$ cat src/rtl/player_input_pkg.sv
// Shared types and constants for the player input front-end.
package player_input_pkg;

  typedef enum logic [1:0] {
    DIR_UP    = 2'd0,
    DIR_DOWN  = 2'd1,
    DIR_LEFT  = 2'd2,
    DIR_RIGHT = 2'd3
  } dir_t;

  // Bit positions inside btn_raw / btn_db ({S,U,D,L,R}).
  localparam int BTN_R   = 0;
  localparam int BTN_L   = 1;
  localparam int BTN_D   = 2;
  localparam int BTN_U   = 3;
  localparam int BTN_S   = 4;
  localparam int NUM_BTN = 5;

  typedef enum logic [1:0] {
    MV_IDLE   = 2'd0,
    MV_HELD   = 2'd1,
    MV_REPEAT = 2'd2
  } move_state_t;

  // Direction code to its button bit: UP->3, DOWN->2, LEFT->1, RIGHT->0.
  function automatic logic [2:0] dir_to_btn(input dir_t d);
    return 3'd3 - {1'b0, d};
  endfunction

endpackage

$ cat src/rtl/btn_debounce.sv
// Single-bit synchroniser plus stability counter. The output level only
// changes after the synchronised input differs from it for DEBOUNCE_CYCLES
// consecutive cycles.
module btn_debounce #(
  parameter int unsigned DEBOUNCE_CYCLES = 10000
) (
  input  logic clk,
  input  logic rst_n,
  input  logic btn_raw,
  output logic btn_db
);

  localparam logic [19:0] CNT_LAST = 20'(DEBOUNCE_CYCLES - 1);

  logic        sync1;
  logic        sync2;
  logic [19:0] cnt;

  // Two-flop synchroniser for the asynchronous pushbutton.
  always_ff @(posedge clk or negedge rst_n) begin
    if (!rst_n) begin
      sync1 <= 1'b0;
      sync2 <= 1'b0;
    end else begin
      sync1 <= btn_raw;
      sync2 <= sync1;
    end
  end

  // Count cycles of disagreement; flip the level once it has persisted long enough.
  always_ff @(posedge clk or negedge rst_n) begin
    if (!rst_n) begin
      cnt    <= '0;
      btn_db <= 1'b0;
    end else if (sync2 == btn_db) begin
      cnt <= '0;
    end else if (cnt == CNT_LAST) begin
      cnt    <= '0;
      btn_db <= ~btn_db;
    end else begin
      cnt <= cnt + 20'd1;
    end
  end

endmodule

$ cat src/rtl/player_input_ctrl.sv
// Pushbutton front-end for the game logic: debounces the five buttons and turns
// presses into one-shot move / bomb commands on two valid/ready channels.
// Define AUTO_REPEAT_EN to add hold-to-repeat for movement.
//
// state     | meaning
// MV_IDLE   | no direction being tracked
// MV_HELD   | direction accepted, waiting for release (or first repeat)
// MV_REPEAT | direction held past the initial delay, repeating periodically
module player_input_ctrl
  import player_input_pkg::*;
#(
  parameter int unsigned DEBOUNCE_CYCLES = 10000,
  parameter int unsigned BOMB_COOLDOWN   = 100000
`ifdef AUTO_REPEAT_EN
  ,
  parameter int unsigned REPEAT_DELAY    = 200000,
  parameter int unsigned REPEAT_PERIOD   = 100000
`endif
) (
  input  logic       clk,
  input  logic       rst_n,
  input  logic [4:0] btn_raw,
  input  logic       game_en,
  output logic       move_valid,
  output logic [1:0] move_dir,
  input  logic       move_ready,
  output logic       bomb_valid,
  input  logic       bomb_ready,
  output logic [4:0] btn_db
);

  logic [4:0]  btn_prev;
  logic [4:0]  press;
  logic        dir_press;
  dir_t        dir_sel;
  logic        repeat_fire;
  logic        slot_free;
  logic        load_move;
  dir_t        new_dir;
  move_state_t state, state_nxt;
  dir_t        held_dir, held_dir_nxt;
  logic [31:0] cooldown;

  for (genvar i = 0; i < NUM_BTN; i++) begin : g_db
    btn_debounce #(.DEBOUNCE_CYCLES(DEBOUNCE_CYCLES)) u_db (
      .clk     (clk),
      .rst_n   (rst_n),
      .btn_raw (btn_raw[i]),
      .btn_db  (btn_db[i])
    );
  end

  // Previous debounced levels for rising-edge (press) detection.
  always_ff @(posedge clk or negedge rst_n) begin
    if (!rst_n) btn_prev <= '0;
    else        btn_prev <= btn_db;
  end

  assign press = btn_db & ~btn_prev;

  // Pick one direction per cycle: U > D > L > R, the rest are discarded.
  always_comb begin
    dir_press = 1'b1;
    dir_sel   = DIR_UP;
    if      (press[BTN_U]) dir_sel = DIR_UP;
    else if (press[BTN_D]) dir_sel = DIR_DOWN;
    else if (press[BTN_L]) dir_sel = DIR_LEFT;
    else if (press[BTN_R]) dir_sel = DIR_RIGHT;
    else                   dir_press = 1'b0;
  end

  // A fresh press beats a simultaneous auto-repeat.
  assign slot_free = ~move_valid | move_ready;
  assign new_dir   = dir_press ? dir_sel : held_dir;
  assign load_move = game_en & (dir_press | repeat_fire) & slot_free;

`ifdef AUTO_REPEAT_EN
  logic [31:0] rpt_cnt, rpt_cnt_nxt;

  // Move FSM state, held direction and repeat down-counter.
  always_ff @(posedge clk or negedge rst_n) begin
    if (!rst_n) begin
      state    <= MV_IDLE;
      held_dir <= DIR_UP;
      rpt_cnt  <= '0;
    end else begin
      state    <= state_nxt;
      held_dir <= held_dir_nxt;
      rpt_cnt  <= rpt_cnt_nxt;
    end
  end

  // Next state; release takes precedence over a repeat due in the same cycle.
  always_comb begin
    state_nxt    = state;
    held_dir_nxt = held_dir;
    rpt_cnt_nxt  = rpt_cnt;
    repeat_fire  = 1'b0;
    if (!game_en) begin
      state_nxt   = MV_IDLE;
      rpt_cnt_nxt = '0;
    end else begin
      case (state)
        MV_IDLE: begin
          if (dir_press && slot_free) begin
            state_nxt    = MV_HELD;
            held_dir_nxt = dir_sel;
            rpt_cnt_nxt  = REPEAT_DELAY - 1;
          end
        end
        MV_HELD, MV_REPEAT: begin
          if (!btn_db[dir_to_btn(held_dir)]) begin
            state_nxt = MV_IDLE;
          end else if (rpt_cnt == '0) begin
            repeat_fire = 1'b1;
            state_nxt   = MV_REPEAT;
            rpt_cnt_nxt = REPEAT_PERIOD - 1;
          end else begin
            rpt_cnt_nxt = rpt_cnt - 32'd1;
          end
        end
        default: state_nxt = MV_IDLE;
      endcase
    end
  end
`else
  assign repeat_fire = 1'b0;

  // Move FSM state and held direction.
  always_ff @(posedge clk or negedge rst_n) begin
    if (!rst_n) begin
      state    <= MV_IDLE;
      held_dir <= DIR_UP;
    end else begin
      state    <= state_nxt;
      held_dir <= held_dir_nxt;
    end
  end

  // Next state: track the accepted direction until it is released.
  always_comb begin
    state_nxt    = state;
    held_dir_nxt = held_dir;
    if (!game_en) begin
      state_nxt = MV_IDLE;
    end else begin
      case (state)
        MV_IDLE: begin
          if (dir_press && slot_free) begin
            state_nxt    = MV_HELD;
            held_dir_nxt = dir_sel;
          end
        end
        MV_HELD: begin
          if (!btn_db[dir_to_btn(held_dir)]) state_nxt = MV_IDLE;
        end
        default: state_nxt = MV_IDLE;
      endcase
    end
  end
`endif

  // Single-entry move slot; reloads back-to-back when a press lands on the handshake.
  always_ff @(posedge clk or negedge rst_n) begin
    if (!rst_n) begin
      move_valid <= 1'b0;
      move_dir   <= DIR_UP;
    end else if (!game_en) begin
      move_valid <= 1'b0;
      move_dir   <= DIR_UP;
    end else if (load_move) begin
      move_valid <= 1'b1;
      move_dir   <= new_dir;
    end else if (move_ready) begin
      move_valid <= 1'b0;
    end
  end

  // Bomb slot with post-accept cooldown; presses while pending or cooling are dropped.
  always_ff @(posedge clk or negedge rst_n) begin
    if (!rst_n) begin
      bomb_valid <= 1'b0;
      cooldown   <= '0;
    end else if (!game_en) begin
      bomb_valid <= 1'b0;
      cooldown   <= '0;
    end else if (bomb_valid && bomb_ready) begin
      bomb_valid <= 1'b0;
      cooldown   <= BOMB_COOLDOWN;
    end else begin
      if (press[BTN_S] && (cooldown == '0) && !bomb_valid) bomb_valid <= 1'b1;
      if (cooldown != '0) cooldown <= cooldown - 32'd1;
    end
  end

endmodule

$ cat config.mk
export PLATFORM = sky130hd
export DESIGN_NAME = player_input_ctrl
export DESIGN_NICKNAME = d
export VERILOG_FILES = /design/src/rtl/player_input_pkg.sv /design/src/rtl/btn_debounce.sv /design/src/rtl/player_input_ctrl.sv
export SDC_FILE = /design/constraint.sdc
export NUM_CORES = 1
export LEC_CHECK = 0
export BUFFER_PORTS_ARGS = -buffer_cell sky130_fd_sc_hd__buf_2
export CAP_MARGIN = 20
export CORE_MARGIN = 3
export CORE_UTILIZATION = 46
export CTS_BUF_LIST = sky130_fd_sc_hd__clkbuf_2
export DETAILED_ROUTE_END_ITERATION = 12
export GPL_TIMING_DRIVEN = 0
export PLACE_DENSITY_LB_ADDON = 0.3
export SLEW_MARGIN = 25
export SYNTH_ARGS = -nofsm -noshare
export SYNTH_HDL_FRONTEND = slang
export SYNTH_SLANG_ARGS = --single-unit
$ cat constraint.sdc
create_clock -name clk -period 3 [get_ports clk]
set_input_delay 0 -clock clk [delete_from_list [all_inputs] [get_ports clk]]
set_output_delay 0 -clock clk [all_outputs]
set_load 0.05 [all_outputs]
==> Yosys cells after proc, flatten, opt, wreduce, memory -nomap -nowiden <==
Index checks and enable logic that the tools add are counted.
Widths: inputs -> output; s select.
{ "word_totals": {"out_inout_bits": 9, "ff_bits": 160, "input_bits": 10} }
{ "op_classes": {"bitwise": 16, "eq_ne": 17, "muxes": 36, "add_sub_neg": 7, "reduce_logical": 15, "order_cmp": 1} }
{ "op_table": {"columns": ["op", "count"], "rows": [
  ["$mux 20", 10],
  ["$add 20x1->20 const B", 5],
  ["$eq 20x14->1 const B", 5],
  ["$mux 32", 3],
  ["$logic_not 32->1", 1],
  ["$reduce_bool 32->1", 1],
  ["$sub 32x1->32 const B", 1],
  ["$mux 2", 10],
  ["$reduce_and 2->1", 6],
  ["$mux 1", 11],
  ["$not 1->1", 11],
  ["$ne 3x1->1 const B", 3],
  ["$ne 3x3->1 const B", 2],
  ["$and 5x5->5", 1],
  ["$eq 1x1->1", 5],
  ["$not 5->5", 1],
  ["$logic_and 1x1->1", 4],
  ["$lt 3x4->1 const B", 1],
  ["$pmux 2 s2", 1],
  ["$bmux 1 s3", 1],
  ["$reduce_and 3->1", 1],
  ["$sub 2x2->3 const A", 1],
  ["$and 1x1->1", 2],
  ["$eq 2x1->1 const B", 1],
  ["4 further kinds", 4]
]} }

==> Logic depth before layout (Yosys ltp) <==
{ "logic_depth": {"ltp_word": 10, "mapped_depth": 9} }

==> Hierarchy <==
A second synthesis with hierarchy kept.
{ "hier_totals": {"hier_cells": 783, "hier_area_um2": 7838.8} }
{ "by_module_without_submodules": {"columns": ["module", "seq_area_each_um2", "n_inst", "cells_each", "area_per_inst_um2"], "rows": [
  ["btn_debounce", 575.6, 5, 110, 1121.1],
  ["player_input_ctrl", 1026.0, 1, 233, 2233.4]
]} }

==> Worst setup path before layout <==
Ideal clock, no wire load.
{ "synth_path": {"path_type": "reg2reg", "start": "reg cooldown[0]", "end": "reg cooldown[31]", "setup_ps": 139, "arrival_time_ps": 2419, "n_path_buf": 2, "path_slack_ps": 442, "required_time_ps": 2861, "path_stages_with_launch": 10, "path_cell_list": "dfrtp_1 inv_1 ha_1 or4b_4 or4_4 buf_6 o31ai_4 buf_6 or3_1 a21oi_2"} }
{ "synth_via": {"elab_chain_len": 4, "elab_cells_between_ends": 6, "classes_between": "add/sub: 1; eq/ne: 1; mux: 3; reduce/logical: 1"} }
{ "synth_lines": {"columns": ["element", "line", "text"], "rows": [
  ["start, declared", "player_input_ctrl.sv:42", "logic [31:0] cooldown;"],
  ["start signal, assigned", "player_input_ctrl.sv:192", "if (cooldown != '0) cooldown <= cooldown - 32'd1;"],
  ["$sub 32x1->32", "player_input_ctrl.sv:192", null],
  ["$mux 32", "player_input_ctrl.sv:192", null],
  ["$mux 32", "player_input_ctrl.sv:187", "end else if (bomb_valid && bomb_ready) begin"],
  ["$mux 32", "player_input_ctrl.sv:184", "end else if (!game_en) begin"]
]} }
Parallel ways exist; a longest one is shown, timed or not. The select of a mux whose other input is x is not followed.
A chain may end at the register's enable or synchronous reset.

==> Final worst setup path <==
{ "layout_path": {"start": "reg cooldown[0]", "end": "reg cooldown[17]"} }
Same word-level chain as after synthesis.

==> metrics.txt <==
vias in the first global route between 5k and 6k; Slew HR 0.511; Clock Sinks approximately 160; Port Buffer Count 18; CTS buffer count 17; hold path startpoint move_ready; Max Cap Viol 0; Lkg Pwr about 3.6 nW; worst-case reg-to-reg path depth 9; placed wire-length estimate ~9.7 mm; Worst path top cell family by delay simple AND/OR/NAND/NOR gates; Slowest Stage Delay on Critical Path 530 ps; PD cells 649 nW/um^2; clock buffer depth 2; Area Overhead vs Synth 11.7%; status completed; Die W about 130 um; DRC viols 0; Total GRT Usage 0.168; min-delay worst type in -> reg; Least-Margin Pin Slew about 730 ps; Ports 19; RSZ-0062 raised after global routing no; core area between 15000 and 20000 um^2; Layout Skew approximately 28 ps; Top FF cell, synth dfrtp_1; Critical path buffers and inverters 3; R2R Path Start cooldown[0]; endpoint class of the critical path register; Worst-Skew Late Latency between 700 and 800 ps; total number of yosys warnings 0; cell row count 45; DRT iter0 DRCs 326; FMAX 0.349 GHz; Detailed Route WL 13.9 mm; Worst setup SP type register; Hold Path Cell Cnt 4; Synth cell types 49; TritonCTS clock tree yes; Layout Nets around 800; final setup fails 0; Critical Path Fanout Max 10; WL/cell between 10 and 15 um; Seq. cell area 3910 um^2; share of layout cells above drive strength 1 0.116; routability cong. 0.836; post-route clock period utilization 0.956; Crit path top cell by count buf_6; largest net degree at the start of global routing just under 100; Peak supply drop around 0.38 mV; Crit path required time about 3600 ps; Slowest-stage cell, CP or4b_4; antenna violations before repair 1; grt ovf 0; Finished Core Util 0.537; Worst-path clk slew roughly 230 ps; Post-Synthesis Cells approximately 740; fraction of registers with async set/reset 1.00; syn_nets around 760; FF+latch count, synth roughly 160; root buf cell clkbuf_2; Seq/Total Area, Yosys 0.525; Multi-input gate area between 3000 and 4000 um^2; die height roughly 130 um; Die ar. 17700 um^2; vias between 5k and 6k; Design Power around 0.0054 W; Reg2Reg Setup Slack approximately 130 ps; Fin. Hold Viols 0; Worst Hold End move_dir[1]; EDFF count, synth 0; DRT Pass-1 Iters 4; kind of critical path reg -> reg; DRT antenna net count 0; Cell Chain, Critical Path inv_1 > ha_1 > or4b_4 > or4_4 > buf_6 > o31ai_4 > buf_6 > or3_1 > a21oi_2; first-pass GRT wire length roughly 25 mm; Fill cells around 1.4k; drt via density around 5.3; average cell area after synthesis between 10 and 15 um^2; number of setup buffers added after CTS 0; CTS H-Tree Depth 4; post-layout min period approximately 2900 ps; Critical Path AT ~3500 ps; initial core utilization 0.480; Final Max Tran Viols 0; Reg2Reg Capture Point cooldown[17]; mapped cell area 7440 um^2; final hold slack 212 ps
[metal layers]
| layer | GRT usage | part of all wire | vias up |
|---|---|---|---|
| met1 | 0.212 | 0.46 | 2681 |
| met3 | 0.0434 | 0.027 | 22 |
| li1 | - | - | 2667 |
| met5 | 0 | 0 | - |
| met2 | 0.280 | 0.49 | 52 |
| met4 | 0.0606 | 0.023 | 0 |
[through the flow]
stage | setup TNS [ps] | setup WS (ps) | instances | area (um^2)
floorplan | 0 | 442 | 741 | 7440
global placement | -41500 | -275 | 970 | 7790
detailed placement | 0 | 178 | 971 | 7830
CTS | 0 | 112 | 1022 | 8300
global route | 0 | 4.25 | 1023 | 8310
finish | 0 | 131 | 1023 | 8310
[worst max-delay path by stage]
stage / from / to / depth (start not counted)
floorplan: cooldown[0] / cooldown[31] / 9
global placement: rst_n / g_db[2].u_db.cnt[13] / 1
detailed placement: cooldown[0] / cooldown[7] / 8
CTS: cooldown[0] / cooldown[17] / 9
global route: cooldown[0] / cooldown[26] / 7
finish: cooldown[0] / cooldown[17] / 9
[synthesized netlist by cell type (6+ instances only)]
| master | count | area (um^2) |
|---|---|---|
| a21oi_1 | 7 | 35.0 |
| and2_1 | 10 | 62.6 |
| and3_1 | 14 | 87.6 |
| and4_1 | 9 | 78.8 |
| clkbuf_1 | 13 | 48.8 |
| dfrtp_1 | 156 | 3900 |
| ha_1 | 6 | 75.1 |
| inv_1 | 16 | 60.1 |
| nand2_1 | 48 | 180 |
| nand3_1 | 41 | 205 |
| nand4_1 | 18 | 113 |
| nor2_1 | 140 | 526 |
| nor3_1 | 24 | 120 |
| nor4_1 | 17 | 106 |
| o211ai_1 | 7 | 52.6 |
| o21ai_0 | 9 | 45.0 |
| o31ai_1 | 6 | 45.0 |
| or2_2 | 8 | 50.1 |
| or3_1 | 13 | 81.3 |
| or4_1 | 12 | 90.1 |
| xnor2_1 | 54 | 473 |
| xor2_1 | 53 | 464 |
[cell type report]
type | instances | share of cell area
well taps | 211 | 0.0318
clock buffers | 19 | 0.0114
inverters | 16 | 0.00723
multi-input cells | 546 | 0.404
clock inverters | 13 | 0.0202
plain buffers | 23 | 0.0148
diodes | 1 | 0.000301
flip-flops and latches | 156 | 0.470
repair buffers | 38 | 0.0404
[worst reg2reg max path, stage by stage (launching register included)]
cell	delay, ps
dfrtp_2	490
inv_1	90
ha_1	220
or4b_4	530
or4_4	530
buf_6	160
o31ai_4	330
buf_6	210
or3_1	130
a21oi_2	50
[layout by cell type (no fill, tap or decap), types with 8 or more instances in the layout]
| cell type | n |
|---|---|
| nand4_1 | 18 |
| nor2_1 | 140 |
| clkbuf_2 | 19 |
| o21ai_0 | 9 |
| and3_1 | 14 |
| nand3_1 | 40 |
| and4_1 | 9 |
| nand2_1 | 48 |
| or3_1 | 13 |
| nor4_1 | 17 |
| nor3_1 | 24 |
| xor2_1 | 53 |
| or2_2 | 8 |
| dfrtp_1 | 155 |
| xnor2_1 | 54 |
| clkbuf_1 | 13 |
| and2_1 | 10 |
| dlygate4sd3_1 | 18 |
| buf_2 | 19 |
| inv_1 | 16 |
| or4_1 | 12 |
[what timing repair did]
action / in CTS / in global routing
hold endpoints to repair: 179 / 0
hold buffers: 19 / 0
resized for setup: 0 / 2
setup endpoints to repair: 0 / 5
[power by group]
part           leakage (nW)  internal, W  switching [W]
sequential             2.13      0.00229       0.000195
clock                 0.155     0.000479       0.000755
combinational          1.36     0.000650        0.00103
total                  3.65      0.00341        0.00198
[registers in the layout, summed over array words and instances, names as in the netlist]
| register | cells |
|---|---|
| bomb_valid | 1 |
| btn_prev | 5 |
| cooldown | 32 |
| g_db.u_db.btn_db | 5 |
| g_db.u_db.cnt | 100 |
| g_db.u_db.sync1 | 5 |
| g_db.u_db.sync2 | 5 |
| move_dir | 2 |
| move_valid | 1 |
[cell families (layout without fill, tap and decap cells)]
| family | count (synthesis) | count (layout) | share of synthesized area |
|---|---|---|---|
| mux | 6 | 6 | 0.00892 |
| fa+ha+maj | 6 | 6 | 0.0101 |
| xor+xnor | 107 | 107 | 0.126 |
| other cells | 0 | 1 | 0 |
| simple gates | 376 | 376 | 0.255 |
| buf+inv | 39 | 109 | 0.0246 |
| compound gates | 51 | 51 | 0.0505 |
| flops | 156 | 156 | 0.525 |
Note: power is estimated with default switching activity, not from simulation.
